<file path="config.mk">
export PLATFORM = sky130hd
export DESIGN_NAME = fetch_pc_unit
export DESIGN_NICKNAME = d
export VERILOG_FILES = /design/src/rtl/fetch_pc_unit.sv
export SDC_FILE = /design/constraint.sdc
export NUM_CORES = 1
export LEC_CHECK = 0
export CORE_ASPECT_RATIO = 1.25
export CORE_MARGIN = 5
export CORE_UTILIZATION = 46
export CTS_BUF_LIST = sky130_fd_sc_hd__clkbuf_2 sky130_fd_sc_hd__clkbuf_4 sky130_fd_sc_hd__clkbuf_8
export DETAILED_ROUTE_END_ITERATION = 8
export PLACE_DENSITY_LB_ADDON = 0.2
export SLEW_MARGIN = 40
export SYNTH_ARGS = -nofsm -noshare
export SYNTH_HDL_FRONTEND = slang
export SYNTH_SLANG_ARGS = --single-unit
</file>
<file path="constraint.sdc">
create_clock -name clk -period 6.5 [get_ports clk]
set_clock_uncertainty 0.2 [all_clocks]
set_input_delay 1.625 -clock clk [delete_from_list [all_inputs] [get_ports clk]]
set_output_delay 1.625 -clock clk [all_outputs]
set_load 0.1 [all_outputs]
</file>
<file path="src/rtl/fetch_pc_unit.sv">
// Instruction-fetch stage: PC register, next-PC selection, IF/ID flush request,
// RUN/HALT control for syscall halt/resume, and saturating performance counters.
module fetch_pc_unit #(
  parameter logic [31:0] RESET_PC = 32'h0000_0000,
  parameter int unsigned ADDR_W   = 10,
  parameter int unsigned CNT_W    = 32
) (
  input  logic              clk,
  input  logic              rst,
  input  logic              stall,
  input  logic              br_redirect,
  input  logic [31:0]       br_target,
  input  logic              jmp_valid,
  input  logic [31:0]       jmp_target,
  input  logic              halt_req,
  input  logic              resume,
  output logic [ADDR_W-1:0] imem_addr,
  input  logic [31:0]       imem_rdata,
  output logic [31:0]       pc_out,
  output logic [31:0]       ir_out,
  output logic              flush,
  output logic              halted,
  output logic [CNT_W-1:0]  cyc_cnt,
  output logic [CNT_W-1:0]  stall_cnt,
  output logic [CNT_W-1:0]  redir_cnt
);

  typedef enum logic {
    S_RUN  = 1'b0,
    S_HALT = 1'b1
  } state_e;

  // PC is kept as a word address; bits [1:0] are always zero.
  localparam logic [29:0] RESET_WPC = RESET_PC[31:2];

  state_e           state_q;
  logic [29:0]      pc_q;
  logic [29:0]      pc_d;
  logic [CNT_W-1:0] cyc_q;
  logic [CNT_W-1:0] stall_q;
  logic [CNT_W-1:0] redir_q;
  logic             run;
  logic             stall_inc;
  logic             unused_tgt_lo;

  assign run           = (state_q == S_RUN);
  assign flush         = run & (br_redirect | jmp_valid);
  assign stall_inc     = run & stall & ~br_redirect & ~jmp_valid;
  assign imem_addr     = pc_q[ADDR_W-1:0];
  assign pc_out        = {pc_q, 2'b00} + 32'd4;
  assign ir_out        = run ? imem_rdata : 32'h0;
  assign halted        = ~run;
  assign cyc_cnt       = cyc_q;
  assign stall_cnt     = stall_q;
  assign redir_cnt     = redir_q;
  assign unused_tgt_lo = ^{br_target[1:0], jmp_target[1:0]};

  // Next PC: branch beats jump beats stall/halt-hold beats sequential.
  always_comb begin
    pc_d = pc_q;
    if (run) begin
      if (br_redirect) begin
        pc_d = br_target[31:2];
      end else if (jmp_valid) begin
        pc_d = jmp_target[31:2];
      end else if (!stall && !halt_req) begin
        pc_d = pc_q + 30'd1;
      end
    end
  end

  always_ff @(posedge clk or posedge rst) begin
    if (rst) begin
      state_q <= S_RUN;
      pc_q    <= RESET_WPC;
      cyc_q   <= '0;
      stall_q <= '0;
      redir_q <= '0;
    end else begin
      pc_q <= pc_d;
      case (state_q)
        S_RUN: begin
          if (halt_req) state_q <= S_HALT;
        end
        S_HALT: begin
          if (resume && !halt_req) state_q <= S_RUN;
        end
        default: state_q <= S_RUN;
      endcase
      // Counters saturate at all-ones instead of wrapping.
      if (run && (cyc_q != '1))         cyc_q   <= cyc_q + CNT_W'(1);
      if (stall_inc && (stall_q != '1)) stall_q <= stall_q + CNT_W'(1);
      if (flush && (redir_q != '1))     redir_q <= redir_q + CNT_W'(1);
    end
  end

endmodule

</file>
* Word level (Yosys, flattened, before mapping)
Cells that the tools add are included.
** Cells by class
- Add/subtract/negate cells :: 5
- Equality and inequality tests :: 3
- Mux-type cells :: 7
- Bitwise logic cells :: 8
- Reduce and logical (&&, ||, !) cells :: 9
** Operator list (number)
- $add 32x1->32 const B :: 3
- $ne 32x32->1 const B :: 3
- $mux 30 :: 3
- $add 32x3->32 const B :: 1
- $mux 32 :: 1
- $add 30x1->30 const B :: 1
- $logic_and 1x1->1 :: 5
- $and 1x1->1 :: 4
- $not 1->1 :: 3
- $reduce_bool 3->1 :: 1
- $logic_not 1->1 :: 2
- $mux 1 :: 2
- $pmux 1 s2 :: 1
- $reduce_and 2->1 :: 1
- $or 1x1->1 :: 1
** Word-level totals
- Flip-flop bits (word level) :: 127
- Input port bits :: 103
- Output and inout port bits :: 172
- Word-level logic and storage cells :: 37

* Longest topological paths before layout
- Depth in word-level cells :: 5
- Gate-level depth with buffers :: 8

* Worst setup path before layout
OpenSTA, ideal clock, no wires.
- Path kind :: register to output
- Start point :: register pc_q[2]
- End point :: output port pc_out[21]
- Arrival time :: 3198 ps
- Slack :: 1477 ps
- Stages on the path, launching flop included :: 6
- Path through :: dfrtp_1 buf_2 nand4_1 nor4_1 nand4_1 xnor2_1
** Between the ends
- Cells in the longest elaborated chain, start to end :: 1
** Ends and longest elaborated chain
- start, declared :: line 37 : logic [29:0] pc_q;
- start signal, assigned :: line 80 : pc_q <= pc_d;
- $add 32x3->32 :: line 50 : assign pc_out = {pc_q, 2'b00} + 32'd4;
- end, declared :: line 19 : output logic [31:0] pc_out,
Every way passes these cells.

* Worst setup path in the final report
- Start point :: register pc_q[2]
- End point :: output port pc_out[20]
The elaborated chain is that of the path after synthesis.

==> impl_metrics.csv <==
group,metric,value,unit
die,rows,51,
cells_and_area,drive_gt1_share,22.6,%
power_and_ir_drop,swShare,49.0,%
outcome,status,"complete, no violations",
clock_tree,postCtsResizedCells,0,
yosys,synthCells,759,
route,vias,6753,
route,drtAntennaViolNets,0,
die,die_area,18500,sq um
route,route.detailed.drc,0,
global_routing,first_global_vias,6728,
route,drt_wl_total,21.9,mm
clock_tree,clock-sinks,127,
sta,hold_viol,0,
critical_path,cp_max_fo,8,
sta,slew_viol_final,0,
flow_run,max_cap_violations,0,
sta,relSlewSlack,46.9,%
cells_and_area,final_cell_mix,"156 x buf_2, 126 x dfrtp_1, 97 x clkdlybuf4s50_1",
clock_tree,clockRootBuffer,"clkbuf_8",
route,drt_iter0_markers,354,
global_routing,grt_usage,23.9,%
sta,tightestPinTransition,790,ps
yosys,synth_ff_type,"dfrtp_1",
sta,finalCritPeriodShare,73.2,%
die,ios,275,
route,post_drt_wl_per_cell,17.7,microns
clock_tree,cts_tree,"done",
power_and_ir_drop,p_leak,4.55,nW
critical_path,r2r-end,"stall_cnt[1]",
yosys,synth_area_per_cell,9.59,sq um
global_routing,overflow,0,
power_and_ir_drop,p_int,0.00156,W
cells_and_area,multi_input_area,3880,sq um
die,initial_utilization,46.7,%
die,die_w,123,microns
power_and_ir_drop,power_switching,0.00150,W
global_routing,grt_max_degree,53,
yosys,synth_async_sr_flop_share,100,%
critical_path,r2r_cells,7,
cells_and_area,nNetsFinal,1120,
critical_path,r2r_start,"stall_cnt[0]",
yosys,yosysSeqAreaShare,43.7,%
critical_path,slowest_stage,"nor4_4",
global_routing,grt_pass1_wl,34.8,mm
critical_path,crit_type,"reg2out",
cells_and_area,regArea,3180,sq um
critical_path,cpPeakStageDelay,640,ps
cells_and_area,area_growth,34.2,%
yosys,synth-seq-cells,127,
critical_path,worst_ep_required_time,4680,ps
yosys,synth-edff-count,0,
min_path,hold_path_class,"reg2reg",
global_routing,antenna_found_initial,1,
clock_tree,clockBufferDepth,2,
sta,final-setup-viol-count,0,
placed_design,place_inst,1206,
min_path,worstHoldPathCells,1,
cells_and_area,fillCellCount,1394,
die,core,15600,sq um
critical_path,critPathCaptureType,"output pin",
sta,period_minus_slack,4760,ps
clock_tree,post_cts_buffers,0,
placed_design,routabilityCongestion,0.841,
critical_path,cp-start-kind,"flop",
cells_and_area,layout.cells.non_filler,1238,
clock_tree,clk_pin_slew,80,ps
cells_and_area,n_antenna_cell,0,
clock_tree,numCtsBuffers,17,
power_and_ir_drop,ir_drop,0.339,mV
sta,tns,0,ps
cells_and_area,finalCoreUtilization,62.7,%
power_and_ir_drop,pwr-share-seq,32.8,%
sta,max_freq,0.210,GHz
min_path,hold_start,"redir_cnt[31]",
sta,rsz0062_at_grt,"no",
placed_design,portBuffers,268,
route,viasPerCell,5.45,
die,die_h,151,microns
critical_path,cp_cell_sequence,"nand4_1 -> nor4_4 -> nand3_1 -> xnor2_1 -> buf_2",
clock_tree,clk_latency,450,ps
yosys,synth_area,7280,sq um
yosys,netlist-cell-type-count,63,
power_and_ir_drop,combinationalPowerShare,42.4,%
cells_and_area,final_common_cell,"buf_2",
placed_design,place_hpwl,16.5,mm
min_path,hold_end,"redir_cnt[31]",
power_and_ir_drop,power_density,314,nW/um^2
critical_path,reg2reg_slack,3750,ps
critical_path,critPathArrivalTime,2930,ps
yosys,ys_warn_count,0,
clock_tree,htreeDepth,4,
power_and_ir_drop,clkPwrFrac,24.8,%
clock_tree,cts-hold-fix-buffers,0,
route,first_pass_iters,4,
-- registers in the layout, summed over array words and instances (netlist names) --
name	cells
halted	1
cyc_cnt	32
stall_cnt	32
pc_q	30
redir_cnt	32
-- critical path, delay by kind of cell (launching register included) --
family | cells | cell delay (ps)
and+or+nand+nor | 3 | 1210
DFF | 1 | 520
buffers and inverters | 1 | 490
xor gates and xnor gates | 1 | 260
-- cell usage after synthesis, types with 4 or more instances --
| library cell | n | area share, % |
|---|---|---|
| a21oi_1 | 23 | 1.6 |
| a221oi_1 | 5 | 0.60 |
| a22oi_1 | 8 | 0.83 |
| and2_1 | 14 | 1.2 |
| and3_1 | 25 | 2.1 |
| and4_1 | 17 | 2.0 |
| buf_4 | 12 | 1.2 |
| clkbuf_1 | 26 | 1.3 |
| dfrtp_1 | 127 | 44 |
| ha_1 | 4 | 0.69 |
| inv_1 | 15 | 0.77 |
| mux2i_1 | 8 | 1.1 |
| nand2_1 | 48 | 2.5 |
| nand2b_1 | 4 | 0.34 |
| nand3_1 | 47 | 3.2 |
| nand4_1 | 59 | 5.1 |
| nor2_1 | 44 | 2.3 |
| nor2b_1 | 35 | 3.0 |
| nor3_1 | 17 | 1.2 |
| nor4_1 | 10 | 0.86 |
| o21ai_0 | 22 | 1.5 |
| o22ai_1 | 4 | 0.34 |
| o2bb2ai_1 | 7 | 0.84 |
| xnor2_1 | 84 | 10 |
| xor2_1 | 36 | 4.3 |
-- how the worst max path moves through the flow --
stage                       to     startpoint  cells after the start
floorplan           cyc_cnt[0]            rst                      1
global placement     ir_out[7]  imem_rdata[7]                      3
detailed placement       flush      jmp_valid                      4
CTS                 pc_out[20]        pc_q[2]                      5
global route        pc_out[20]        pc_q[2]                      5
finish              pc_out[20]        pc_q[2]                      5
-- routing by layer --
layer | global-route usage, % | share of wire, %
met1 | 28.4 | 40
met2 | 40.1 | 48
met3 | 8.19 | 9.1
met4 | 8.40 | 2.6
met5 | 0 | 0.032
-- layout make-up --
cell class	instances	area share, %
clock buffers	19	2.61
repair buffers	277	19.9
multi-input cells	575	39.7
inverters	15	0.602
clock inverters	13	1.92
flip-flops and latches	127	32.6
well taps	212	2.72
-- logic make-up (layout without fill, tap and decap cells) --
family	Yosys count	after routing	synth area share [%]
buf+inv	58	324	3.75
flops	127	127	43.7
other cells	1	2	0.0515
xor+xnor	120	120	14.4
fa+ha+maj	4	4	0.688
mux	11	11	1.62
compound gates	104	104	9.87
simple gates	334	334	25.9
-- stage by stage --
step,hold slack [ps],setup WS [ps],power (W),cell area [sq um]
final,293,1740,0.00306,9770
after global routing,291,1570,0.00319,9770
after CTS,289,1680,0.00309,9760
after detailed placement,276,1820,0.00232,9320
after global placement,272,1270,0.00241,10100
after floorplan,284,1290,0.00206,7280
-- power groups by stage --
stage	combinational (W)	sequential (W)	clock (W)
6_report	0.00130	0.00101	0.000760
5_1_grt	0.00135	0.00102	0.000816
4_1_cts	0.00131	0.00100	0.000779
3_5_place_dp	0.00130	0.00102	0
3_3_place_gp	0.00139	0.00102	0
2_1_floorplan	0.000733	0.00133	0
Power figures use the tool's default switching activity.
